File: src/rtl/saed32_port_ctrl_128x8.sv
// rtl/saed32_port_ctrl_128x8.sv - request/response front-end for one SAED32 128x8 SRAM port (option macro: CTRL_WRITE_ACK_EN)
module saed32_port_ctrl_128x8 #(
  parameter int AW        = 7,
  parameter int DW        = 8,
  parameter int RSP_DEPTH = 3
) (
  input  logic          CLK,
  input  logic          RST_N,
  input  logic          req_valid,
  output logic          req_ready,
  input  logic          req_we,
  input  logic [AW-1:0] req_addr,
  input  logic [DW-1:0] req_wdata,
  output logic          rsp_valid,
  input  logic          rsp_ready,
  output logic [DW-1:0] rsp_rdata,
  output logic [AW-1:0] mem_a,
  output logic [DW-1:0] mem_d,
  output logic          mem_we,
  output logic          mem_ce,
  input  logic [DW-1:0] mem_q
);

  localparam int CW = $clog2(RSP_DEPTH + 1);
  localparam int PW = (RSP_DEPTH > 1) ? $clog2(RSP_DEPTH) : 1;

`ifdef CTRL_WRITE_ACK_EN
  localparam logic ACK_EN = 1'b1;
`else
  localparam logic ACK_EN = 1'b0;
`endif

  logic [CW-1:0] count;
  logic [PW-1:0] rd_ptr;
  logic [PW-1:0] wr_ptr;
  logic          inflight;
  logic          is_wr;
  logic [DW-1:0] fifo_mem [RSP_DEPTH];

  logic [CW:0]   credits_used;
  logic          fire;
  logic          produce;
  logic          push;
  logic          pop;
  logic [DW-1:0] push_data;

  function automatic logic [PW-1:0] ptr_inc(input logic [PW-1:0] p);
    return (p == PW'(RSP_DEPTH - 1)) ? '0 : p + 1'b1;
  endfunction

  // Credits count both stored responses and the one still coming out of the SRAM,
  // so req_ready depends on registered state only.
  assign credits_used = {1'b0, count} + {{CW{1'b0}}, inflight};
  assign req_ready    = RST_N & (credits_used < (CW+1)'(RSP_DEPTH));
  assign fire         = req_valid & req_ready;
  assign produce      = fire & (~req_we | ACK_EN);

  assign mem_ce = fire;
  assign mem_we = fire & req_we;
  assign mem_a  = req_addr;
  assign mem_d  = req_wdata;

  assign push      = inflight;
  assign pop       = rsp_valid & rsp_ready;
  assign push_data = is_wr ? '0 : mem_q;
  assign rsp_valid = (count != '0);
  assign rsp_rdata = fifo_mem[rd_ptr];

  // Control state: in-flight tracking, circular pointers and occupancy.
  always_ff @(posedge CLK) begin
    if (!RST_N) begin
      count    <= '0;
      rd_ptr   <= '0;
      wr_ptr   <= '0;
      inflight <= 1'b0;
      is_wr    <= 1'b0;
    end else begin
      inflight <= produce;
      is_wr    <= produce & req_we;
      if (push) wr_ptr <= ptr_inc(wr_ptr);
      if (pop)  rd_ptr <= ptr_inc(rd_ptr);
      case ({push, pop})
        2'b10:   count <= count + 1'b1;
        2'b01:   count <= count - 1'b1;
        default: count <= count;
      endcase
    end
  end

  // Response storage; contents need no reset since pointers/count gate visibility.
  always_ff @(posedge CLK) begin
    if (RST_N && push) fifo_mem[wr_ptr] <= push_data;
  end

  // The credit scheme must never let a capture land in a full FIFO.
  push_when_full: assert property (@(posedge CLK) disable iff (!RST_N)
    !(push && (count == CW'(RSP_DEPTH))));

endmodule

File: config.mk
export PLATFORM = sky130hd
export DESIGN_NAME = saed32_port_ctrl_128x8
export DESIGN_NICKNAME = d
export VERILOG_FILES = /design/src/rtl/saed32_port_ctrl_128x8.sv
export SDC_FILE = /design/constraint.sdc
export NUM_CORES = 1
export LEC_CHECK = 0
export ABC_AREA = 1
export ABC_CLOCK_PERIOD_IN_PS = 4500
export BUFFER_PORTS_ARGS = -buffer_cell sky130_fd_sc_hd__buf_2
export CORE_ASPECT_RATIO = 1.5
export CORE_UTILIZATION = 40
export CTS_CLUSTER_SIZE = 28
export DETAILED_ROUTE_END_ITERATION = 6
export GPL_TIMING_DRIVEN = 0
export PLACE_DENSITY_LB_ADDON = 0.15
export SYNTH_ARGS = -nofsm -noshare
export SYNTH_HDL_FRONTEND = slang
export SYNTH_SLANG_ARGS = --single-unit
File: constraint.sdc
create_clock -name CLK -period 4.5 [get_ports CLK]
set_input_delay 0.225 -clock CLK [delete_from_list [all_inputs] [get_ports CLK]]
set_output_delay 0.225 -clock CLK [all_outputs]
set_load 0.05 [all_outputs]
Word level (Yosys, flattened, before mapping). Memories as Yosys holds them, arrays and structs flattened. A register that Yosys moved wholly into a read port is not among the register bits. Index checks and enable logic that the tools add are counted.

Flip-flop bits (word level): 8. Bits in latches: 0. Bits in writable memories: 24. ROM bits: 0. Output and inout bits: 27. Word-level logic and storage cells: 34. Memories kept: 1.

Memories: fifo_mem (words 3, bits a word 8, read ports 1, clocked after memory_dff 1, write ports 1, RTL line 38) `logic [DW-1:0] fifo_mem [RSP_DEPTH];`.

$add $sub $neg: 5. Multipliers: 0. Divide/modulo/power cells: 0. Order comparisons: 1. Eq/ne operators: 4. Shifts and indexed selects: 0. Multiplexer cells: 8. Bitwise gates (word level): 7. Reductions and logical operators: 3.

Operators with widths (number): 2-to-1 mux 2 bit (4); 2-to-1 mux 8 bit (1); adder 2 x 1 -> 2 bit (second input constant) (3); bitwise AND 1 bit (6); == test 2 bit (second input constant) (3); case mux 2 bit (2 select lines) (1); nonzero test 2 bit (2); adder 2 x 1 -> 3 bit (1); less-than comparator 3 x 2 -> 1 bit (second input constant) (1); == test 2 x 1 -> 1 bit (second input constant) (1); 2-to-1 mux 1 bit (2); subtractor 2 x 1 -> 2 bit (second input constant) (1); logical AND 1 bit (1); inverter 1 bit (1).

Longest topological paths before layout.
Depth after elaboration: 6. Mapped depth: 10.

Worst setup path before layout. OpenSTA, ideal clock, no wires.

Path kind: register to output. From: register count[0]. To: output mem_we. Data arrival time: 2.120 ns. Data required time: 4.275 ns. Path slack: 2.155 ns. Stages on the path, launching flop included: 8. Buffers on the path: 0. Cell sequence: dfxtp_1 ha_1 ha_1 nand2_1 nand2_1 nor2_2 nand2_2 nor2_1.

Longest elaborated chain between the ends: 5.

Ends and longest elaborated chain: start, declared (RTL line 33) `logic [CW-1:0] count;`; start signal, assigned (RTL line 83) `2'b10: count <= count + 1'b1;`; start signal, assigned (RTL line 84) `2'b01: count <= count - 1'b1;`; start signal, assigned (RTL line 85) `default: count <= count;`; adder 2 x 1 -> 3 bit (RTL line 53) `assign credits_used = {1'b0, count} + {{CW{1'b0}}, inflight};`; less-than comparator 3 x 2 -> 1 bit (RTL line 54) `assign req_ready = RST_N & (credits_used < (CW+1)'(RSP_DEPTH));`; bitwise AND 1 bit (RTL line 54); via req_ready (RTL line 10) `output logic req_ready,`; bitwise AND 1 bit (RTL line 55) `assign fire = req_valid & req_ready;`; bitwise AND 1 bit (RTL line 59) `assign mem_we = fire & req_we;`; end, declared (RTL line 19) `output logic mem_we,`.

The timed path passes the listed nets, and every way through them passes these cells.

Worst setup path in the final report.
From: register count[0]. To: output mem_we.

Longest elaborated chain between the ends: 5.

Ends and longest elaborated chain (RTL line): adder 2 x 1 -> 3 bit (53); less-than comparator 3 x 2 -> 1 bit (54); bitwise AND 1 bit (54); bitwise AND 1 bit (55); bitwise AND 1 bit (59).

No other way between the ends.

==> impl_metrics.env <==
export IMPL_status="finished, final reports clean"
export IMPL_numCtsBuffers=5
export IMPL_hold_end="inflight$_SDFF_PN0_"
export IMPL_max_slew_margin=0.2158
export IMPL_grt_pass1_vias=1162
export IMPL_die_w_um=52.05
export IMPL_crit_fanout=4
export IMPL_drc_errors=0
export IMPL_nNetsFinal=230
export IMPL_syn_area_um2=1503
export IMPL_layout_min_cycle_time_ns=1.950
export IMPL_wl_um=2985
export IMPL_grt_overflow=0
export IMPL_final_hold_viol_count=0
export IMPL_synthesis_nets=184
export IMPL_drt_antenna_violating_nets=0
export IMPL_antenna_cells=0
export IMPL_hold_path_class="in -> reg"
export IMPL_final_cell_mix="buf_2 (40), nor2_1 (30), edfxtp_1 (24), inv_1 (19), nand2_1 (18)"
export IMPL_start_kind="register"
export IMPL_ys_seq_elements=34
export IMPL_slowest_delay_ns=0.34
export IMPL_worst_pin_slew_ns=1.167
export IMPL_cts_setup_buffers=0
export IMPL_htree_levels=2
export IMPL_cts_buffer_depth=2
export IMPL_clk_insertion_delay_late_ns=0.28
export IMPL_final_core_util=0.5259
export IMPL_fillers=321
export IMPL_wire_per_inst_um=12.33
export IMPL_crit_chain="ha_1 > ha_1 > nand2_1 > nand2_1 > nor2_2 > nand2_2 > nor2_1 > buf_2"
export IMPL_rsz0062_at_grt="false"
export IMPL_area_growth_pct=21.82
export IMPL_setup_slack_ns=2.550
export IMPL_setup_violations=0
export IMPL_cap_violations=0
export IMPL_gp_congestion=0.6795
export IMPL_grt_max_degree=11
export IMPL_num_vias=1111
export IMPL_syn_area_per_cell_um2=9.822
export IMPL_final_common_cell="buf_2"
export IMPL_hold_slack_ns=0.1142
export IMPL_clk_pin_slew_worst_paths_ns=0.06
export IMPL_start_util=0.4317
export IMPL_yosysWarnings=0
export IMPL_endpoint_kind="output pin"
export IMPL_ir_drop_mv=0.2368
export IMPL_cellPowerDensity_nw_per_um2=400.5
export IMPL_port_buffers=39
export IMPL_antenna_found_initial=0
export IMPL_cts_sinks=34
export IMPL_finalClockSkew_ns=0.005020
export IMPL_power_leakage_uw=0.0008499
export IMPL_drt_initial_drc_count=44
export IMPL_dp_final_hpwl_um=2209
export IMPL_crit_type="reg -> out"
export IMPL_holdBufCountCts=0
export IMPL_reg2reg_from="inflight$_SDFF_PN0_"
export IMPL_core_um2=3481
export IMPL_yosysUniqueCellTypes=19
export IMPL_ff2ff_setup_slack_ns=2.72
export IMPL_core_rowCount=26
export IMPL_cts_tree="done"
export IMPL_drv_slew=0
export IMPL_whs_path_depth=2
export IMPL_hp_start="req_we"
export IMPL_ctsResizeCount=0
export IMPL_max_freq_mhz=512.8
export IMPL_worstPathRequired_ns=4.28
export IMPL_timing_final_crit_share=0.4333
export IMPL_detailedPlace_worstSlack_ns=2.663
export IMPL_cp_arrival_ns=1.73
export IMPL_cp_slowest_cell="dfxtp_1"
export IMPL_finalSetupTns_ns=0
export IMPL_power_uw=733.1
export IMPL_first_pass_iters=4
export IMPL_rr_endpoint="fifo_mem[2][1]$_DFFE_PP_"
export IMPL_die_area_um2=4011
export IMPL_syn_inst=153
export IMPL_grt_pass1_wl_um=4809
export IMPL_via_per_inst=4.591
export IMPL_die_y_um=77.07
export IMPL_grtUsageTotal=0.1701
export IMPL_drive_above_1_share=0.3350
export IMPL_root_buffer="clkbuf_8"
export IMPL_seq_area_frac_synth=0.6128
export IMPL_ioPinCount=55
export IMPL_worstRegToRegCells=2
==> per-layer routing <==
layer | routed length, um | global-route usage
met5 | 0 | 0
met2 | 1743 | 0.3128
met1 | 1060 | 0.1451
met4 | 65 | 0.1135
met3 | 116 | 0.05159
==> worst max-delay path, delay by kind of cell, from the launching register on <==
| family | cells | cell delay [ns] |
|---|---|---|
| AND/OR/NAND/NOR | 5 | 0.37 |
| buffers and inverters | 1 | 0.27 |
| flip-flops | 1 | 0.34 |
| adder cells (fa/ha/maj) | 2 | 0.46 |
==> cell usage after synthesis <==
| master | n | area [um2] |
|---|---|---|
| buf_2 | 1 | 5.000 |
| nand4_1 | 1 | 6.260 |
| edfxtp_1 | 24 | 720.7 |
| nand2_1 | 18 | 67.56 |
| clkbuf_1 | 1 | 3.750 |
| inv_1 | 19 | 71.32 |
| nor2_1 | 30 | 112.6 |
| nor3_1 | 1 | 5.000 |
| a21oi_1 | 17 | 85.08 |
| ha_1 | 3 | 37.54 |
| o21ai_0 | 3 | 15.01 |
| buf_6 | 1 | 11.26 |
| inv_2 | 2 | 7.510 |
| nand2_2 | 3 | 18.77 |
| o22ai_1 | 2 | 12.51 |
| dfxtp_1 | 10 | 200.2 |
| buf_4 | 15 | 112.6 |
| nor2_2 | 1 | 6.260 |
| conb_1 | 1 | 3.750 |
==> per-stage QoR <==
step | cells | instance area (um2)
3_3_place_gp | 234 | 1750
5_1_grt | 242 | 1831
3_5_place_dp | 234 | 1750
6_report | 242 | 1831
2_1_floorplan | 153 | 1503
4_1_cts | 242 | 1831
==> worst max-delay path by stage <==
stage | start | end | slack [ns] | cells past startpoint
after detailed placement | RST_N | fifo_mem[2][7]$_DFFE_PP_ | 2.66 | 3
after global placement | RST_N | fifo_mem[2][7]$_DFFE_PP_ | 2.62 | 3
after floorplan | count[0]$_SDFFE_PN0P_ | mem_we | 2.15 | 7
after global routing | count[0]$_SDFFE_PN0P_ | mem_we | 2.42 | 8
after CTS | count[0]$_SDFFE_PN0P_ | mem_we | 2.53 | 8
final | count[0]$_SDFFE_PN0P_ | mem_we | 2.55 | 8
==> sequential cells by signal, summed over array words and instances (netlist names), named ones only <==
name      cells
count         2
inflight      1
rd_ptr        2
fifo_mem     24
wr_ptr        2
is_wr         1
==> cells by family (layout without fill, tap and decap cells) <==
group	Yosys count	count (layout)	synth area share
flip-flops	34	34	0.6128
other	1	1	0.002496
AO/OA/AOI/OAI	22	22	0.07493
AND/OR/NAND/NOR	54	54	0.1440
adder cells (fa/ha/maj)	3	3	0.02498
buffers and inverters	39	86	0.1407
==> area by class of cell <==
| class | instances | area [um2] | area share |
|---|---|---|---|
| tap | 42 | 52.55 | 0.02871 |
| timing repair buffer | 39 | 195.2 | 0.1066 |
| sequential | 34 | 920.9 | 0.5031 |
| inverter | 21 | 78.83 | 0.04306 |
| multi-input combinational | 80 | 370.4 | 0.2023 |
| clock buffer | 8 | 80.08 | 0.04375 |
| buffer | 18 | 132.6 | 0.07245 |
==> report_power, final <==
group          internal (uW)  leakage [uW]  switching, uW
Combinational           48.3      0.000509            131
Clock                    110     0.0000395           94.7
Sequential               344      0.000302           5.24
Total                    502      0.000850            231
No activity file was read; power rests on OpenSTA's default activity.
